<file path="src/rtl/uart_pkg.sv">
// -----------------------------------------------------------------------------
// uart_pkg
//   Shared types and default parameters for the 5-bit UART loopback block.
//   uart_state_t is the common state encoding of the TX and RX sequencers.
// -----------------------------------------------------------------------------
package uart_pkg;

    typedef enum logic [1:0] {
        IDLE  = 2'd0,
        START = 2'd1,
        DATA  = 2'd2,
        STOP  = 2'd3
    } uart_state_t;

    // Payload bits per frame
    localparam int UART_DATA_W       = 5;
    // Clock cycles per serial bit (even, >= 2)
    localparam int UART_CLKS_PER_BIT = 2;

endpackage : uart_pkg

</file>
<file path="src/rtl/uart_chk.sv">
// -----------------------------------------------------------------------------
// uart_chk
//   Protocol checks for the loopback block (simulation only).
// Ports
//   clk, rst   clock and synchronous reset of the checked block
//   busy       transmitter frame-in-flight flag
//   serial_q   internal serial line
// -----------------------------------------------------------------------------
module uart_chk (
    input logic clk,
    input logic rst,
    input logic busy,
    input logic serial_q
);

    // The line must rest high whenever no frame is in flight
    a_idle_high: assert property (@(posedge clk) disable iff (rst) (!busy |-> serial_q));

endmodule : uart_chk

</file>
<file path="src/rtl/uart_rx.sv">
// -----------------------------------------------------------------------------
// uart_rx
//   Recovers DATA_W-bit frames from the serial line by mid-bit sampling.
//   A start bit that is high again at mid-bit is treated as a glitch. A low
//   stop bit is a framing error: the word is dropped and the receiver waits
//   for the line to go high before re-arming.
// Ports
//   clk    in   system clock, rising edge
//   rst    in   synchronous active-high reset
//   rx     in   serial line
//   data   out  last good word (registered)
//   valid  out  one-cycle pulse when data has just been updated
// -----------------------------------------------------------------------------
module uart_rx
    import uart_pkg::*;
#(
    parameter int DATA_W       = UART_DATA_W,
    parameter int CLKS_PER_BIT = UART_CLKS_PER_BIT
) (
    input  logic              clk,
    input  logic              rst,
    input  logic              rx,
    output logic [DATA_W-1:0] data,
    output logic              valid
);

    localparam int CNT_W = (CLKS_PER_BIT > 1) ? $clog2(CLKS_PER_BIT) : 1;
    localparam int IDX_W = (DATA_W > 1) ? $clog2(DATA_W) : 1;
    localparam logic [CNT_W-1:0] CNT_LAST  = CNT_W'(CLKS_PER_BIT - 1);
    localparam logic [CNT_W-1:0] HALF_LAST = CNT_W'(CLKS_PER_BIT / 2 - 1);
    localparam logic [IDX_W-1:0] IDX_LAST  = IDX_W'(DATA_W - 1);

    uart_state_t       state_r;
    uart_state_t       state_nxt_s;
    logic [CNT_W-1:0]  cnt_r;
    logic [IDX_W-1:0]  idx_r;
    logic [DATA_W-1:0] shift_r;
    logic [DATA_W-1:0] data_r;
    logic              valid_r;
    logic              ferr_r;
    logic              start_mid_s;
    logic              sample_s;
    logic              good_stop_s;
    logic              set_ferr_s;

    assign start_mid_s = (cnt_r == HALF_LAST);
    assign sample_s    = (cnt_r == CNT_LAST);

    // State, saturating bit timer, sample shift register and output word
    always_ff @(posedge clk) begin
        if (rst) begin
            state_r <= IDLE;
            cnt_r   <= '0;
            idx_r   <= '0;
            shift_r <= '0;
            data_r  <= '0;
            valid_r <= 1'b0;
            ferr_r  <= 1'b0;
        end else begin
            state_r <= state_nxt_s;
            valid_r <= good_stop_s;

            if (state_nxt_s != state_r) begin
                cnt_r <= '0;
            end else if (state_r == DATA && sample_s) begin
                cnt_r <= '0;
            end else if (state_r != IDLE && cnt_r != CNT_LAST) begin
                cnt_r <= cnt_r + CNT_W'(1);
            end else begin
                cnt_r <= cnt_r;
            end

            if (state_r != DATA) begin
                idx_r <= '0;
            end else if (sample_s && (idx_r != IDX_LAST)) begin
                idx_r <= idx_r + IDX_W'(1);
            end else begin
                idx_r <= idx_r;
            end

            // Samples enter at the MSB so the first (LSB) bit lands in bit 0
            if (state_r == DATA && sample_s) begin
                shift_r <= {rx, shift_r[DATA_W-1:1]};
            end else begin
                shift_r <= shift_r;
            end

            if (good_stop_s) begin
                data_r <= shift_r;
            end else begin
                data_r <= data_r;
            end

            if (set_ferr_s) begin
                ferr_r <= 1'b1;
            end else if (state_nxt_s == IDLE) begin
                ferr_r <= 1'b0;
            end else begin
                ferr_r <= ferr_r;
            end
        end
    end

    // Next-state decode
    always_comb begin
        state_nxt_s = state_r;
        case (state_r)
            IDLE: begin
                if (!rx) state_nxt_s = START;
                else     state_nxt_s = IDLE;
            end
            START: begin
                if (start_mid_s) state_nxt_s = rx ? IDLE : DATA;
                else             state_nxt_s = START;
            end
            DATA: begin
                if (sample_s && (idx_r == IDX_LAST)) state_nxt_s = STOP;
                else                                 state_nxt_s = DATA;
            end
            STOP: begin
                // After a framing error only a high line re-arms the receiver
                if (ferr_r)        state_nxt_s = rx ? IDLE : STOP;
                else if (sample_s) state_nxt_s = rx ? IDLE : STOP;
                else               state_nxt_s = STOP;
            end
            default: state_nxt_s = IDLE;
        endcase
    end

    // Stop-bit outcome strobes
    always_comb begin
        good_stop_s = 1'b0;
        set_ferr_s  = 1'b0;
        if (state_r == STOP && !ferr_r && sample_s) begin
            good_stop_s = rx;
            set_ferr_s  = !rx;
        end else begin
            good_stop_s = 1'b0;
            set_ferr_s  = 1'b0;
        end
    end

    assign data  = data_r;
    assign valid = valid_r;

endmodule : uart_rx

</file>
<file path="src/rtl/uart_tx.sv">
// -----------------------------------------------------------------------------
// uart_tx
//   Serialises one DATA_W-bit word per frame: start 0, data LSB first, stop 1.
//   Each bit is held for CLKS_PER_BIT cycles. The line output is registered.
// Ports
//   clk      in   system clock, rising edge
//   rst      in   synchronous active-high reset
//   enable   in   transmit request, honoured in IDLE or on the last STOP cycle
//   data_in  in   word latched on the accepting edge
//   tx       out  serial line (idle high)
//   busy     out  high while a frame is in flight
// -----------------------------------------------------------------------------
module uart_tx
    import uart_pkg::*;
#(
    parameter int DATA_W       = UART_DATA_W,
    parameter int CLKS_PER_BIT = UART_CLKS_PER_BIT
) (
    input  logic              clk,
    input  logic              rst,
    input  logic              enable,
    input  logic [DATA_W-1:0] data_in,
    output logic              tx,
    output logic              busy
);

    localparam int CNT_W = (CLKS_PER_BIT > 1) ? $clog2(CLKS_PER_BIT) : 1;
    localparam int IDX_W = (DATA_W > 1) ? $clog2(DATA_W) : 1;
    localparam logic [CNT_W-1:0] CNT_LAST = CNT_W'(CLKS_PER_BIT - 1);
    localparam logic [IDX_W-1:0] IDX_LAST = IDX_W'(DATA_W - 1);

    uart_state_t       state_r;
    uart_state_t       state_nxt_s;
    logic [CNT_W-1:0]  cnt_r;
    logic [IDX_W-1:0]  idx_r;
    logic [DATA_W-1:0] shift_r;
    logic              tx_r;
    logic              tx_nxt_s;
    logic              accept_s;
    logic              bit_end_s;
    logic              last_bit_s;

    assign bit_end_s  = (cnt_r == CNT_LAST);
    assign last_bit_s = (idx_r == IDX_LAST);

    // State, counters, shift register and registered line output
    always_ff @(posedge clk) begin
        if (rst) begin
            state_r <= IDLE;
            cnt_r   <= '0;
            idx_r   <= '0;
            shift_r <= '0;
            tx_r    <= 1'b1;
        end else begin
            state_r <= state_nxt_s;
            tx_r    <= tx_nxt_s;

            // Bit timer restarts at every bit boundary and stays cleared in IDLE
            if (state_r == IDLE || bit_end_s) begin
                cnt_r <= '0;
            end else begin
                cnt_r <= cnt_r + CNT_W'(1);
            end

            if (state_r != DATA) begin
                idx_r <= '0;
            end else if (bit_end_s) begin
                idx_r <= last_bit_s ? '0 : (idx_r + IDX_W'(1));
            end else begin
                idx_r <= idx_r;
            end

            if (accept_s) begin
                shift_r <= data_in;
            end else if (state_r == DATA && bit_end_s) begin
                shift_r <= shift_r >> 1;
            end else begin
                shift_r <= shift_r;
            end
        end
    end

    // Next-state decode; enable outside IDLE/last STOP cycle is dropped
    always_comb begin
        state_nxt_s = state_r;
        case (state_r)
            IDLE: begin
                if (enable) state_nxt_s = START;
                else        state_nxt_s = IDLE;
            end
            START: begin
                if (bit_end_s) state_nxt_s = DATA;
                else           state_nxt_s = START;
            end
            DATA: begin
                if (bit_end_s && last_bit_s) state_nxt_s = STOP;
                else                         state_nxt_s = DATA;
            end
            STOP: begin
                if (bit_end_s) state_nxt_s = enable ? START : IDLE;
                else           state_nxt_s = STOP;
            end
            default: state_nxt_s = IDLE;
        endcase
    end

    // Line value for the next cycle and the word-accept strobe
    always_comb begin
        accept_s = (state_nxt_s == START) && (state_r != START);
        tx_nxt_s = tx_r;
        case (state_nxt_s)
            IDLE:  tx_nxt_s = 1'b1;
            START: tx_nxt_s = 1'b0;
            DATA: begin
                // Entering DATA shows bit 0; each later boundary shows the bit
                // that is about to become shift_r[0].
                if (state_r == START) tx_nxt_s = shift_r[0];
                else if (bit_end_s)   tx_nxt_s = shift_r[1];
                else                  tx_nxt_s = tx_r;
            end
            STOP:    tx_nxt_s = 1'b1;
            default: tx_nxt_s = 1'b1;
        endcase
    end

    assign tx   = tx_r;
    assign busy = (state_r != IDLE);

endmodule : uart_tx

</file>
<file path="src/rtl/uart_top.sv">
// -----------------------------------------------------------------------------
// uart_top
//   5-bit UART loopback: uart_tx drives serial_q, uart_rx listens to it, and
//   the last good word is presented on data_out.
// Ports
//   clk       in   system clock, rising edge
//   rst       in   synchronous active-high reset
//   data_in   in   word to send, sampled when enable is accepted
//   enable    in   transmit request, level-sampled each edge
//   data_out  out  last correctly received word; 0 after reset
// -----------------------------------------------------------------------------
module uart_top
    import uart_pkg::*;
#(
    parameter int DATA_W       = UART_DATA_W,
    parameter int CLKS_PER_BIT = UART_CLKS_PER_BIT
) (
    input  logic              clk,
    input  logic              rst,
    input  logic [DATA_W-1:0] data_in,
    input  logic              enable,
    output logic [DATA_W-1:0] data_out
);

    logic              serial_q;
    logic              tx_busy_s;
    logic [DATA_W-1:0] rx_data_s;
    logic              rx_valid_s;

    uart_tx #(
        .DATA_W      (DATA_W),
        .CLKS_PER_BIT(CLKS_PER_BIT)
    ) u_tx (
        .clk    (clk),
        .rst    (rst),
        .enable (enable),
        .data_in(data_in),
        .tx     (serial_q),
        .busy   (tx_busy_s)
    );

    uart_rx #(
        .DATA_W      (DATA_W),
        .CLKS_PER_BIT(CLKS_PER_BIT)
    ) u_rx (
        .clk  (clk),
        .rst  (rst),
        .rx   (serial_q),
        .data (rx_data_s),
        .valid(rx_valid_s)
    );

    uart_chk u_chk (
        .clk     (clk),
        .rst     (rst),
        .busy    (tx_busy_s),
        .serial_q(serial_q)
    );

    // Output word only moves on a good stop bit or on reset
    always_ff @(posedge clk) begin
        if (rst) begin
            data_out <= '0;
        end else if (rx_valid_s) begin
            data_out <= rx_data_s;
        end else begin
            data_out <= data_out;
        end
    end

endmodule : uart_top

</file>
<file path="config.mk">
export PLATFORM = sky130hd
export DESIGN_NAME = uart_top
export DESIGN_NICKNAME = d
export VERILOG_FILES = /design/src/rtl/uart_pkg.sv /design/src/rtl/uart_chk.sv /design/src/rtl/uart_rx.sv /design/src/rtl/uart_tx.sv /design/src/rtl/uart_top.sv
export SDC_FILE = /design/constraint.sdc
export NUM_CORES = 1
export LEC_CHECK = 0
export ABC_CLOCK_PERIOD_IN_PS = 4100
export CELL_PAD_IN_SITES_DETAIL_PLACEMENT = 1
export CELL_PAD_IN_SITES_GLOBAL_PLACEMENT = 1
export CORE_ASPECT_RATIO = 0.5
export CORE_UTILIZATION = 45
export DETAILED_ROUTE_END_ITERATION = 10
export GPL_TIMING_DRIVEN = 0
export PLACE_DENSITY = 0.83
export SKIP_LAST_GASP = 1
export SYNTH_ARGS = -nofsm -noshare
export SYNTH_HDL_FRONTEND = slang
export SYNTH_SLANG_ARGS = --single-unit
</file>
<file path="constraint.sdc">
create_clock -name clk -period 4.1 [get_ports clk]
set_input_delay 0.82 -clock clk [delete_from_list [all_inputs] [get_ports clk]]
set_output_delay 0.82 -clock clk [all_outputs]
set_load 0.005 [all_outputs]
</file>
==> impl_metrics.py <==
metrics = {
    "cts": {
        "cts_buffer_depth": 2,
        "cts_max_level": 2,
        "clock-sinks": 35,
        "cts_resized": 0,
        "cts_tree": "built",
        "clk_pin_slew_ps": 70,
        "postCtsSetupBuffers": 0,
        "cts-root-buf": "clkbuf_8",
        "cts-hold-fix-buffers": 0,
        "cts_made_buffers": 5,
        "clk_latency_ps": 290,
    },
    "logic_synthesis": {
        "syn_inst": 171,
        "synthAdderAreaFrac_pct": 5.52,
        "netlist_top_cells_area": "dfxtp_1 44%, mux2i_1 13%, nor2_1 7.1%",
        "synth_compound_area_share_pct": 10.1,
        "synth_area_um2": 1590,
        "synth_warnings": 0,
        "synth.area.mux_share_pct": 14.0,
        "seq_area_frac_synth_pct": 44.2,
        "synth-simple-area-share_pct": 19.2,
        "async_flop_share_pct": 0,
        "synth_top_area_share_pct": 44.2,
        "ys_ff_latch": 35,
        "synth_ff_type": "dfxtp_1",
        "yosys.area_share.xor_xnor_pct": 1.66,
        "syn_nets": 186,
        "synth_top_family_by_area": "simple AND/OR/NAND/NOR gates",
        "synth_top_area_cell": "dfxtp_1",
        "ys_types": 34,
        "avgSynthCellArea_um2": 9.28,
        "synth_edf_count": 0,
    },
    "global_route": {
        "grt_overflow_total": 0,
        "grt_pass1_vias": 1330,
        "antenna_found_initial": 0,
        "grt_pass1_wl_um": 6290,
        "grt_max_degree": 12,
        "grt_use_total_pct": 22.8,
    },
    "floorplan": {
        "row_count": 14,
        "core_um2": 3170,
        "die_h_um": 44.0,
        "fp.dieW_um": 86.0,
        "fp.dieArea_um2": 3780,
        "initial_core_util_pct": 50.0,
        "ios": 13,
    },
    "routing": {
        "avgViaCountPerCell": 5.16,
        "drt-wirelength-per-cell_um": 15.3,
        "firstDrtPassIters": 5,
        "ant_nets": 0,
        "drt_wl_total_um": 3650,
        "drc": 0,
        "vias": 1233,
        "drtIter0Drc": 29,
    },
    "timing": {
        "rsz0062_at_grt": "false",
        "relSlewSlack_pct": 68.1,
        "finalHoldViolCount": 0,
        "clock_skew_ps": 5.99,
        "setup_tns_ps": 0,
        "fin_crit_sh_pct": 58.5,
        "max_freq_ghz": 0.417,
        "setup_viol": 0,
        "maxSlewViolCount": 0,
        "whs_ps": 509,
        "tightest_slew_ps": 478,
        "min_period_ps": 2400,
    },
    "placement": {
        "port-buffer-count": 12,
        "hpwl_um": 2580,
        "gp_congestion": 0.706,
    },
    "job": {
        "maxCapViolCount": 0,
    },
    "power": {
        "p_sw_uw": 196,
        "p_total_uw": 790,
        "ir_drop_mv": 0.206,
        "p_int_uw": 594,
        "p_leak_nw": 0.758,
        "powerDensity_nw_per_um2": 419,
        "power.share.combinational_pct": 12.3,
        "clockPowerShare_pct": 41.2,
        "p_seq_share_pct": 46.5,
        "switching_share_pct": 24.8,
    },
    "setup_path": {
        "cp.required_ps": 4290,
        "crit_path_end_kind": "register",
        "r2r_start": "u_tx.idx_r[0]",
        "rrSetupSlack_ps": 1960,
        "r2r_end": "u_tx.shift_r[3]",
        "rr_worst_depth": 10,
        "cp_max_fo": 9,
        "cp-start-kind": "primary input",
        "worstSetupPathType": "primary input to register",
        "arrival_ps": 2600,
    },
    "cells_and_area": {
        "regArea_um2": 701,
        "finish.utilization_pct": 59.4,
        "multiInputGateArea_um2": 801,
        "area_growth_pct": 18.8,
        "final_nets": 205,
        "fillCellCount": 369,
        "layout-drive-gt1-share_pct": 9.95,
        "diodes": 0,
    },
    "min_path": {
        "whs_path_depth": 2,
        "hp-start": "u_tx.idx_r[0]",
        "min_path_type": "register to register",
        "holdPathEnd": "u_tx.idx_r[0]",
    },
    "run_status": {
        "outcome": "finished, final reports clean",
    },
}
[per-layer routing]
layer  share of wire, %  global-route usage [%]  vias up
met3                3.0                    7.05        5
met5                  0                       0        -
met2                 52                    42.4       15
met4                1.2                    8.00        0
met1                 44                    25.3      597
li1                   -                       -      616
[critical path, stage by stage]
cell,delay (ps)
clkdlybuf4s50_1,420
inv_1,60
o22ai_1,60
o21ai_0,330
inv_1,120
ha_1,230
nand2_1,230
nor2_1,70
a211oi_1,240
[sequential cells by signal (all words and copies together) (netlist names)]
register        count
data_out            5
u_rx.cnt_r          1
u_rx.data           5
u_rx.ferr_r         1
u_rx.idx_r          3
u_rx.shift_r        5
u_rx.state_r        2
u_rx.valid          1
u_tx.bit_end_s      1
u_tx.idx_r          3
u_tx.shift_r        5
u_tx.state_r        2
u_tx.tx             1
[per-stage QoR]
step	instance area [um^2]	worst slack (ps)	cells
2_1_floorplan	1590	2130	171
3_3_place_gp	1770	1470	231
3_5_place_dp	1770	1350	231
4_1_cts	1880	1660	239
5_1_grt	1880	1500	239
6_report	1880	1700	239
[worst max-delay path by stage]
stage	depth (start not counted)	from	to	slack [ps]
after floorplan	8	enable	u_tx.shift_r[0]	2130
after global placement	9	enable	u_tx.shift_r[1]	1470
after detailed placement	9	enable	u_tx.shift_r[2]	1350
after CTS	9	enable	u_tx.shift_r[3]	1660
after global routing	9	enable	u_tx.shift_r[3]	1500
final	9	enable	u_tx.shift_r[3]	1700
[cell usage after synthesis, types with 4 or more instances]
cell,count
nor2_1,30
nand3_1,4
inv_1,9
o21ai_0,4
mux2i_1,21
ha_1,7
dfxtp_1,35
nor3_1,4
a21oi_1,12
a211oi_1,4
nand2_1,9
clkbuf_1,4
[area by class of cell]
cell class | count | area share [%]
clock inverter | 2 | 1.86
inverter | 9 | 1.79
multi-input combinational | 118 | 42.5
tap | 48 | 3.19
sequential | 35 | 37.2
timing repair buffer | 12 | 6.37
buffer | 9 | 2.72
clock buffer | 6 | 4.38
[power groups by stage]
stage	registers, mW	clock network, mW	logic (mW)
floorplan	0.371	0	0.0722
global placement	0.373	0	0.0918
detailed placement	0.375	0	0.0967
CTS	0.367	0.329	0.0982
global route	0.369	0.345	0.109
finish	0.367	0.326	0.0974
[placed cells by master (no fill, tap or decap), types with 2 or more instances in the layout]
master and count:
clkbuf_1 4, xor2_1 2, inv_1 9, clkbuf_8 6
buf_2 2, nor3_1 4, buf_4 2, o21ai_0 4
nand3_1 4, nand3b_1 2, nand2b_1 2, a211oi_1 4
mux2i_1 21, ha_1 7, a21oi_1 12, o31ai_1 2
nand2_1 9, dfxtp_1 35, clkdlybuf4s50_1 12, nor2_1 30
[cells by family (layout without fill, tap and decap cells)]
kind of cell	Yosys count	after routing
adder cells (fa/ha/maj)	7	7
flip-flops	35	35
buffers and inverters	18	38
multiplexers	22	22
XOR/XNOR	3	3
AND/OR/NAND/NOR	60	60
AO/OA/AOI/OAI	26	26
No activity file was read; power rests on OpenSTA's default activity.
